--- src/rtl/seg7_pkg.sv ---
// seg7_pkg: shared constants for the 7-segment scan controller.
// Decode table, blanking values and digit-index helpers.
package seg7_pkg;

  localparam logic [6:0] SEG_OFF = 7'h7F;
  localparam logic [7:0] AN_OFF  = 8'hFF;
  localparam int         IDX_W   = $clog2(8);

  // Active-low {g,f,e,d,c,b,a} glyphs for 0..F
  localparam logic [6:0] SEG_LUT [16] = '{
    7'h40, 7'h79, 7'h24, 7'h30,
    7'h19, 7'h12, 7'h02, 7'h78,
    7'h00, 7'h10, 7'h08, 7'h03,
    7'h46, 7'h21, 7'h06, 7'h0E
  };

  // Index of the most significant nonzero nibble, 0 when all zero
  function automatic logic [IDX_W-1:0] msd_idx(
    input logic [31:0] v
  );
    msd_idx = '0;
    for (int i = 1; i < 8; i++) begin
      if (v[i*4 +: 4] != 4'h0) begin
        msd_idx = IDX_W'(i);
      end
    end
  endfunction

endpackage

--- src/rtl/seg7_scan_ctrl_hex_to_seg7.sv ---
// hex_to_seg7: combinational nibble to 7-segment decoder.
// Output is active-low {g,f,e,d,c,b,a}.
module hex_to_seg7
  import seg7_pkg::*;
(
  input  logic [3:0] nib_i,
  output logic [6:0] seg_o
);

  // Table lookup of the glyph for one nibble
  always_comb begin
    seg_o = SEG_LUT[nib_i];
  end

endmodule

--- src/rtl/seg7_scan_ctrl.sv ---
// seg7_scan_ctrl: 8-digit multiplexed 7-seg scanner with frame-synced load.
// Optional leading-zero blanking when SEG7_LZB_EN is defined.
module seg7_scan_ctrl
  import seg7_pkg::*;
#(
  parameter int CLK_DIV = 100000,
  parameter int DIGITS  = 8
) (
  input  logic        clk_i,
  input  logic        nreset_i,
  input  logic [31:0] data_i,
  input  logic        data_valid_i,
  output logic        data_ready_o,
  input  logic [7:0]  dp_mask_i,
  input  logic [7:0]  en_mask_i,
  output logic [6:0]  hex_o,
  output logic        dp_o,
  output logic [7:0]  an_o,
  output logic        frame_o
);

  localparam int PW = (CLK_DIV > 1) ? $clog2(CLK_DIV) : 1;
  localparam logic [PW-1:0]    P_LAST = PW'(CLK_DIV - 1);
  localparam logic [IDX_W-1:0] I_LAST = IDX_W'(DIGITS - 1);

  logic [PW-1:0]    presc;
  logic [IDX_W-1:0] idx;
  logic [IDX_W-1:0] idx_nxt;
  logic             tick;
  logic             wrap;
  logic [31:0]      disp;
  logic [31:0]      disp_nxt;
  logic [31:0]      pend;
  logic             pend_v;
  logic [3:0]       nib;
  logic [6:0]       seg;
  logic             shown;

  // Tick, next index and the value the next digit is drawn from
  always_comb begin
    tick     = (presc == P_LAST);
    wrap     = tick && (idx == I_LAST);
    idx_nxt  = (idx == I_LAST) ? '0 : idx + 1'b1;
    disp_nxt = (wrap && pend_v) ? pend : disp;
    nib      = disp_nxt[{idx_nxt, 2'b00} +: 4];
  end

  // Whether the digit about to be selected is lit
`ifdef SEG7_LZB_EN
  always_comb begin
    shown = en_mask_i[idx_nxt]
         && (idx_nxt <= msd_idx(disp_nxt));
  end
`else
  always_comb begin
    shown = en_mask_i[idx_nxt];
  end
`endif

  hex_to_seg7 u_dec (
    .nib_i (nib),
    .seg_o (seg)
  );

  assign data_ready_o = ~pend_v;

  // Prescaler, digit scan, commit and registered pin drive
  always_ff @(posedge clk_i) begin
    if (!nreset_i) begin
      presc   <= '0;
      idx     <= I_LAST;
      disp    <= '0;
      an_o    <= AN_OFF;
      hex_o   <= SEG_OFF;
      dp_o    <= 1'b1;
      frame_o <= 1'b0;
    end else begin
      presc   <= tick ? '0 : presc + 1'b1;
      frame_o <= wrap;
      if (tick) begin
        idx  <= idx_nxt;
        disp <= disp_nxt;
        if (shown) begin
          an_o  <= ~(8'h01 << idx_nxt);
          hex_o <= seg;
          dp_o  <= ~dp_mask_i[idx_nxt];
        end else begin
          an_o  <= AN_OFF;
          hex_o <= SEG_OFF;
          dp_o  <= 1'b1;
        end
      end
    end
  end

  // Single-entry pending slot, drained at the frame wrap
  always_ff @(posedge clk_i) begin
    if (!nreset_i) begin
      pend   <= '0;
      pend_v <= 1'b0;
    end else if (data_valid_i && !pend_v) begin
      pend   <= data_i;
      pend_v <= 1'b1;
    end else if (wrap) begin
      pend_v <= 1'b0;
    end
  end

endmodule
--- config.mk ---
export PLATFORM = sky130hd
export DESIGN_NAME = seg7_scan_ctrl
export DESIGN_NICKNAME = d
export VERILOG_FILES = /design/src/rtl/seg7_pkg.sv /design/src/rtl/seg7_scan_ctrl_hex_to_seg7.sv /design/src/rtl/seg7_scan_ctrl.sv
export SDC_FILE = /design/constraint.sdc
export NUM_CORES = 1
export LEC_CHECK = 0
export CAP_MARGIN = 0
export CORE_UTILIZATION = 44
export DETAILED_ROUTE_END_ITERATION = 8
export HOLD_SLACK_MARGIN = 0.1
export PLACE_DENSITY = 0.79
export SETUP_SLACK_MARGIN = 0.5
export SYNTH_ARGS = -nofsm -noshare
export SYNTH_HDL_FRONTEND = slang
export SYNTH_SLANG_ARGS = --single-unit
--- constraint.sdc ---
create_clock -name clk_i -period 5.06 [get_ports clk_i]
set_clock_uncertainty 0.2 [all_clocks]
set_input_delay 0.506 -clock clk_i [delete_from_list [all_inputs] [get_ports clk_i]]
set_output_delay 0.506 -clock clk_i [all_outputs]
set_load 0.03 [all_outputs]
==> results of run 1 <==
[logic make-up (layout without fill, tap and decap cells)]
family / count (synthesis) / in the layout / synth area share
compound gates: 125 / 125 / 0.188
xor+xnor: 13 / 13 / 0.0248
fa+ha+maj: 13 / 13 / 0.0354
buf+inv: 44 / 96 / 0.0384
flops: 102 / 102 / 0.444
mux: 18 / 18 / 0.0577
simple gates: 221 / 221 / 0.211
[cells in the mapped netlist (all sizes together), types with 5 or more instances]
| master | instances |
|---|---|
| mux4 | 6 |
| a31oi | 10 |
| ha | 13 |
| inv | 8 |
| o21ai | 18 |
| nand3 | 18 |
| and3 | 8 |
| xor2 | 10 |
| a21oi | 11 |
| nor2b | 8 |
| clkbuf | 29 |
| nor2 | 36 |
| buf | 7 |
| dfxtp | 102 |
| a21boi | 61 |
| mux2i | 7 |
| o22ai | 6 |
| mux2 | 5 |
| nand2 | 130 |
[through the flow]
| stage | std cells | hold WS [ps] | instance area (sq um) | total power [mW] |
|---|---|---|---|---|
| global route | 721 | 282 | 5530 | 1.49 |
| global placement | 705 | 237 | 5330 | 0.945 |
| detailed placement | 705 | 243 | 5330 | 0.948 |
| floorplan | 536 | 226 | 4600 | 0.895 |
| CTS | 721 | 258 | 5530 | 1.45 |
| finish | 721 | 253 | 5530 | 1.44 |
[what timing repair did]
item	in CTS	in global routing
gates resized for setup	0	1
hold buffers	0	0
setup endpoints to repair	0	1
[registers in the layout (all words and copies together), names as in the netlist]
| register | count |
|---|---|
| presc | 17 |
| idx | 3 |
| dp_o | 1 |
| frame_o | 1 |
| disp | 32 |
| pend | 32 |
| hex_o | 7 |
| pend_v | 1 |
| an_o | 8 |
[worst max-delay path, stage by stage (launching register included)]
cell and delay, ps:
dfxtp_1 400, or4bb_1 600, or4_4 600, nor2_1 200, mux2i_1 260, a221oi_1 100
o211ai_1 460, inv_1 170, ha_1 280, mux2_1 300, a221oi_1 270, nor2_1 80
[routing by layer]
layer  up-vias  part of all wire  global-route usage
li1       1922                 -                   -
met2        86              0.49               0.336
met4         0             0.015              0.0541
met3        11             0.042              0.0495
met5         -                 0                   0
met1      1800              0.45               0.225
[worst paths after layout]
check,to,slack [ps],cells past startpoint
max,hex_o[6],1020,11
min,disp[5],250,2
max reg2reg,hex_o[6],1020,11
min reg2reg,disp[5],250,2
[placed cells by master, fill, tap and decap left out, types with 8 or more instances in the layout]
cell             instances
a21boi_0                37
a21boi_1                24
a21oi_1                 11
a31oi_1                 10
and3_1                   8
clkbuf_8                 9
clkdlybuf4s50_1         67
dfxtp_1                102
ha_1                    13
nand2_1                130
nand3_1                 18
nor2_1                  36
o21ai_1                 10
xor2_1                  10
[area by class of cell]
type,instances,area [sq um]
fillers,885,4420
multi-input cells,390,2390
flip-flops and latches,102,2040
repair buffers,72,706
well taps,133,166
clock buffers,10,128
clock inverters,6,66.3
inverters,8,30.0
[where the power goes]
part	switching (mW)	total, mW	internal, mW
Sequential	0.0116	0.831	0.819
Clock	0.279	0.512	0.233
Combinational	0.0423	0.0975	0.0551
==> metrics.md, run 1 <==
| Metric | Value |
|---|---|
| Postcts setup bufs | 0 |
| Initial Util | 0.462 |
| PortBufs | 68 |
| Status | complete, no violations |
| Mean Syn Cell Area | 8.58 sq um |
| ANT cells | 0 |
| Fin crit share | 0.799 |
| Synthesized instance count | 536 |
| First-pass GRT wire length | 16,800 microns |
| Post-synth EDFFs | 0 |
| Gpl congestion | 0.863 |
| Final hold vios | 0 |
| Reg-to-reg startpoint | presc[9] |
| Synthesized flop and latch total | 102 |
| Number of routed nets with antenna violations | 0 |
| Initial DRC count | 195 |
| Worst skew pair latency | 370 ps |
| CTS sink cnt | 102 |
| Wirelength per Cell | 13.9 microns |
| Data arrival, critical path | 4100 ps |
| Crit Path Class | reg -> reg |
| Avg Vias per Cell | 5.30 |
| Max-Cap Viols | 0 |
| GRT Overall Usage | 0.190 |
| Synth top area cells | dfxtp_1, nand2_1, a21boi_0 |
| Final setup TNS | 0 ps |
| Hold path startpoint | disp[5] |
| # DRC | 0 |
| Fin crit period | 4040 ps |
| Clock Tree Root | clkbuf_8 |
| CTS buffer count | 9 |
| Leak Pwr | 2.07 nW |
| RSZ-0062 raised after global routing | no |
| Core box area | 0.00995 sq mm |
| Die footprint | 0.0109 sq mm |
| Final setup violation count | 0 |
| Grt ovf | 0 |
| Largest net degree at the start of global routing | 82 |
| Cell area after synthesis | 0.00460 sq mm |
| Layout cells sized above 1 | 0.0595 |
| Ys async rst share | 0 |
| Die Wd | 104 microns |
| Bufs on Longest Clock Path | 2 |
| Area growth syn-to-layout | 20.3% |
| Max Clk Rate | 0.247 GHz |
| Critical path required time | 5120 ps |
| Post-synth cell types | 50 |
| Crit end category | register |
| Final worst slack | 1020 ps |
| Final core utilization | 0.556 |
| Number of global-route vias before repair | 3,687 |
| Register area share after synthesis | 0.444 |
| PwrDens | 260 mW/mm^2 |
| Pre-CTS WS | 811 ps |
| Io pins | 69 |
| CP Launch Point | presc[9] |
| Cell taking the most area after synthesis | dfxtp_1 |
| Final Net Count | 647 |
| CP startpoint kind | register |
| Relative slew slack | 0.262 |
| DP Wirelength | 7080 microns |
| Post-Syn Nets | 600 |
| Length of the first detailed-routing pass in iterations | 4 |
| Worst-Margin Slew | 1100 ps |
| Clock transition at path regs | 100 ps |
| Syn. warnings | 0 |
| Worst Hold Class | reg -> reg |
| Max H-tree Level | 3 |
| Max IR drop VDD | 0.000145 V |
| Max-slew violations | 0 |
| Initial antenna violation count | 0 |
| Die height | 104 microns |
| Vias | 3,819 |
| FP Rows | 36 |
| Area share of the largest cell type after synthesis | 0.444 |
| Aggregate routed wire length | 10,000 microns |
| Top FF cell, synth | dfxtp_1 |
| CTS tree | yes |
| Crit path max fanout | 18 |
Power figures use the tool's default switching activity.
==> run 2, diff against run 1 <==
==> constraint.sdc (replaced) <==
create_clock -name clk_i -period 4 [get_ports clk_i]
set_clock_uncertainty 0.2 [all_clocks]
set_input_delay 0.4 -clock clk_i [delete_from_list [all_inputs] [get_ports clk_i]]
set_output_delay 0.4 -clock clk_i [all_outputs]
set_load 0.03 [all_outputs]
==> run 2 against run 1 <==
Effect of this change:
- die area unchanged
- count of clock-buffer cells in the layout up 2
- sequential share of layout area down 1.8 points
- setup slack worse by 510 ps
==> metrics.md, run 2 (synthesis results as in run 1) <==
| Metric | Value |
|---|---|
| Status | complete, no violations |
| Final Net Count | 672 |
| CTS buffer count | 9 |
| Leading cell types in the layout, fill and taps excluded | nand2_1, dfxtp_1, clkdlybuf4s50_1 |
| CTS tree | yes |
| PwrDens | 307 mW/mm^2 |
| Number of routed nets with antenna violations | 0 |
| Max-slew violations | 0 |
| Pre-CTS WS | 321 ps |
| Layout cells sized above 1 | 0.129 |
| Int Pwr | 1.37 mW |
| Initial DRC count | 202 |
| Placed instance area | 0.00540 sq mm |
| Crit path max fanout | 7 |
| Bufs on Longest Clock Path | 2 |
| # DRC | 0 |
| DP Wirelength | 7300 microns |
| Crit path max-delay family | simple AND/OR/NAND/NOR gates |
| Multi-input gate area | 0.00250 sq mm |
| Data arrival, critical path | 3560 ps |
| Final hold vios | 0 |
| Io pins | 69 |
| Core box area | 0.00995 sq mm |
| Area growth syn-to-layout | 26.8% |
| CP startpoint kind | register |
| Gpl congestion | 0.894 |
| Largest regs | disp x32, pend x32, presc x17 |
| ANT cells | 0 |
| Crit end category | register |
| Clock Tree Root | clkbuf_8 |
| FP Rows | 36 |
| Avg Vias per Cell | 5.39 |
| Grt ovf | 0 |
| Crit path largest cell delay | 620 ps |
| Final worst slack | 508 ps |
| Largest net degree at the start of global routing | 59 |
| Die footprint | 0.0109 sq mm |
| Length of the first detailed-routing pass in iterations | 6 |
| Max-Cap Viols | 0 |
| NetSw | 0.420 mW |
| Worst skew pair latency | 370 ps |
| Sw frac | 0.235 |
| Max H-tree Level | 3 |
| RSZ-0062 raised after global routing | yes |
| Flop pwr share | 0.587 |
| Final setup violation count | 0 |
| Relative slew slack | 0.244 |
| PortBufs | 68 |
| FILL cells | 844 |
| Logic pwr share | 0.070 |
| Aggregate routed wire length | 11,100 microns |
| Die Wd | 104 microns |
| Initial Util | 0.462 |
| Wirelength per Cell | 14.9 microns |
| Clock power share | 0.343 |
| Final setup TNS | 0 ps |
| CP max-delay cell | mux4_2 |
| GRT Overall Usage | 0.207 |
| Worst Hold Class | in -> reg |
| Commonest non-fill, non-tap cell in the layout | nand2_1 |
| Number of global-route vias before repair | 4,005 |
| CTS sink cnt | 102 |
| Worst Path Buf+Inv | 1 |
| Max Clk Rate | 0.286 GHz |
| Fin crit period | 3490 ps |
| Worst-Margin Slew | 1130 ps |
| First-pass GRT wire length | 18,300 microns |
| Crit Path Class | reg -> reg |
| Finished Cell Area | 0.00583 sq mm |
| # hold bufs at CTS | 0 |
| Fin crit share | 0.873 |
| Leak Pwr | 2.19 nW |
| Max IR drop VDD | 0.000172 V |
| Clock transition at path regs | 90 ps |
| Critical Path, Cell by Cell | or4bb_4 -> or4_4 -> buf_6 -> o21ai_4 -> a31oi_1 -> mux4_2 -> mux2_4 -> a221oi_2 -> nor2_1 |
| Vias | 4,013 |
| Initial antenna violation count | 0 |
| Critical path required time | 4070 ps |
| Reg area | 0.00205 sq mm |
| Die height | 104 microns |
==> run 2: metrics by stage <==
| stage | hold WS (ps) | instances | power (mW) | utilization |
|---|---|---|---|---|
| 3_3_place_gp | 239 | 709 | 1.20 | 0.542 |
| 5_1_grt | 240 | 745 | 1.87 | 0.585 |
| 3_5_place_dp | 248 | 709 | 1.20 | 0.542 |
| 2_1_floorplan | 226 | 536 | 1.13 | - |
| 6_report | 215 | 745 | 1.79 | 0.585 |
| 4_1_cts | 218 | 737 | 1.80 | 0.572 |
==> run 2: area by class of cell <==
cell class / count / share of cell area
repair buffers: 96 / 0.155
clock buffers: 12 / 0.0266
flip-flops and latches: 102 / 0.351
inverters: 8 / 0.00515
well taps: 133 / 0.0286
clock inverters: 3 / 0.00494
multi-input cells: 391 / 0.428
==> run 2: worst reg2reg max path: stages, from the launching register on <==
cell and delay (ps):
dfxtp_4 370, or4bb_4 550, or4_4 610, buf_6 170, o21ai_4 110, a31oi_1 110, mux4_2 620, mux2_4 350
a221oi_2 230, nor2_1 70
==> run 2: final timing paths <==
path | depth (start not counted) | slack [ps] | end | from
worst max-delay path | 9 | 510 | hex_o[6] | presc[9]
worst min-delay path | 2 | 220 | idx[2] | nreset_i
worst max register to register | 9 | 510 | hex_o[6] | presc[9]
worst min register to register | 2 | 260 | disp[13] | pend[13]
==> run 2: what timing repair did <==
action / CTS / global route
buffers inserted: 12 / 8
gates cloned: 1 / 0
pin swaps: 3 / 9
setup endpoints to repair: 6 / 7
resized for setup: 2 / 21
hold endpoints to repair: 0 / 0
==> run 2: routing by layer <==
layer | vias up | global-route usage | routed length (microns)
met3 | 28 | 0.0370 | 443
met2 | 111 | 0.371 | 5510
li1 | 1978 | - | -
met5 | - | 0 | 0
met4 | 0 | 0.0806 | 265
met1 | 1896 | 0.243 | 4900
==> run 2: power groups by stage <==
stage | Clock [mW] | Sequential [mW] | Combinational [mW]
after global routing | 0.673 | 1.05 | 0.140
final | 0.614 | 1.05 | 0.125
after CTS | 0.624 | 1.05 | 0.126
after detailed placement | 0 | 1.07 | 0.125
after floorplan | 0 | 1.07 | 0.0638
after global placement | 0 | 1.07 | 0.122
==> run 3, diff against run 2 <==
==> constraint.sdc (replaced) <==
create_clock -name clk_i -period 4 [get_ports clk_i]
set_clock_uncertainty 0.2 [all_clocks]
set_input_delay 0.4 -clock clk_i [delete_from_list [all_inputs] [get_ports clk_i]]
set_output_delay 0.4 -clock clk_i [all_outputs]
set_load 0.02 [all_outputs]
==> results of run 3 <==
The final DEF is identical to that of run 2. Status: complete, no violations.
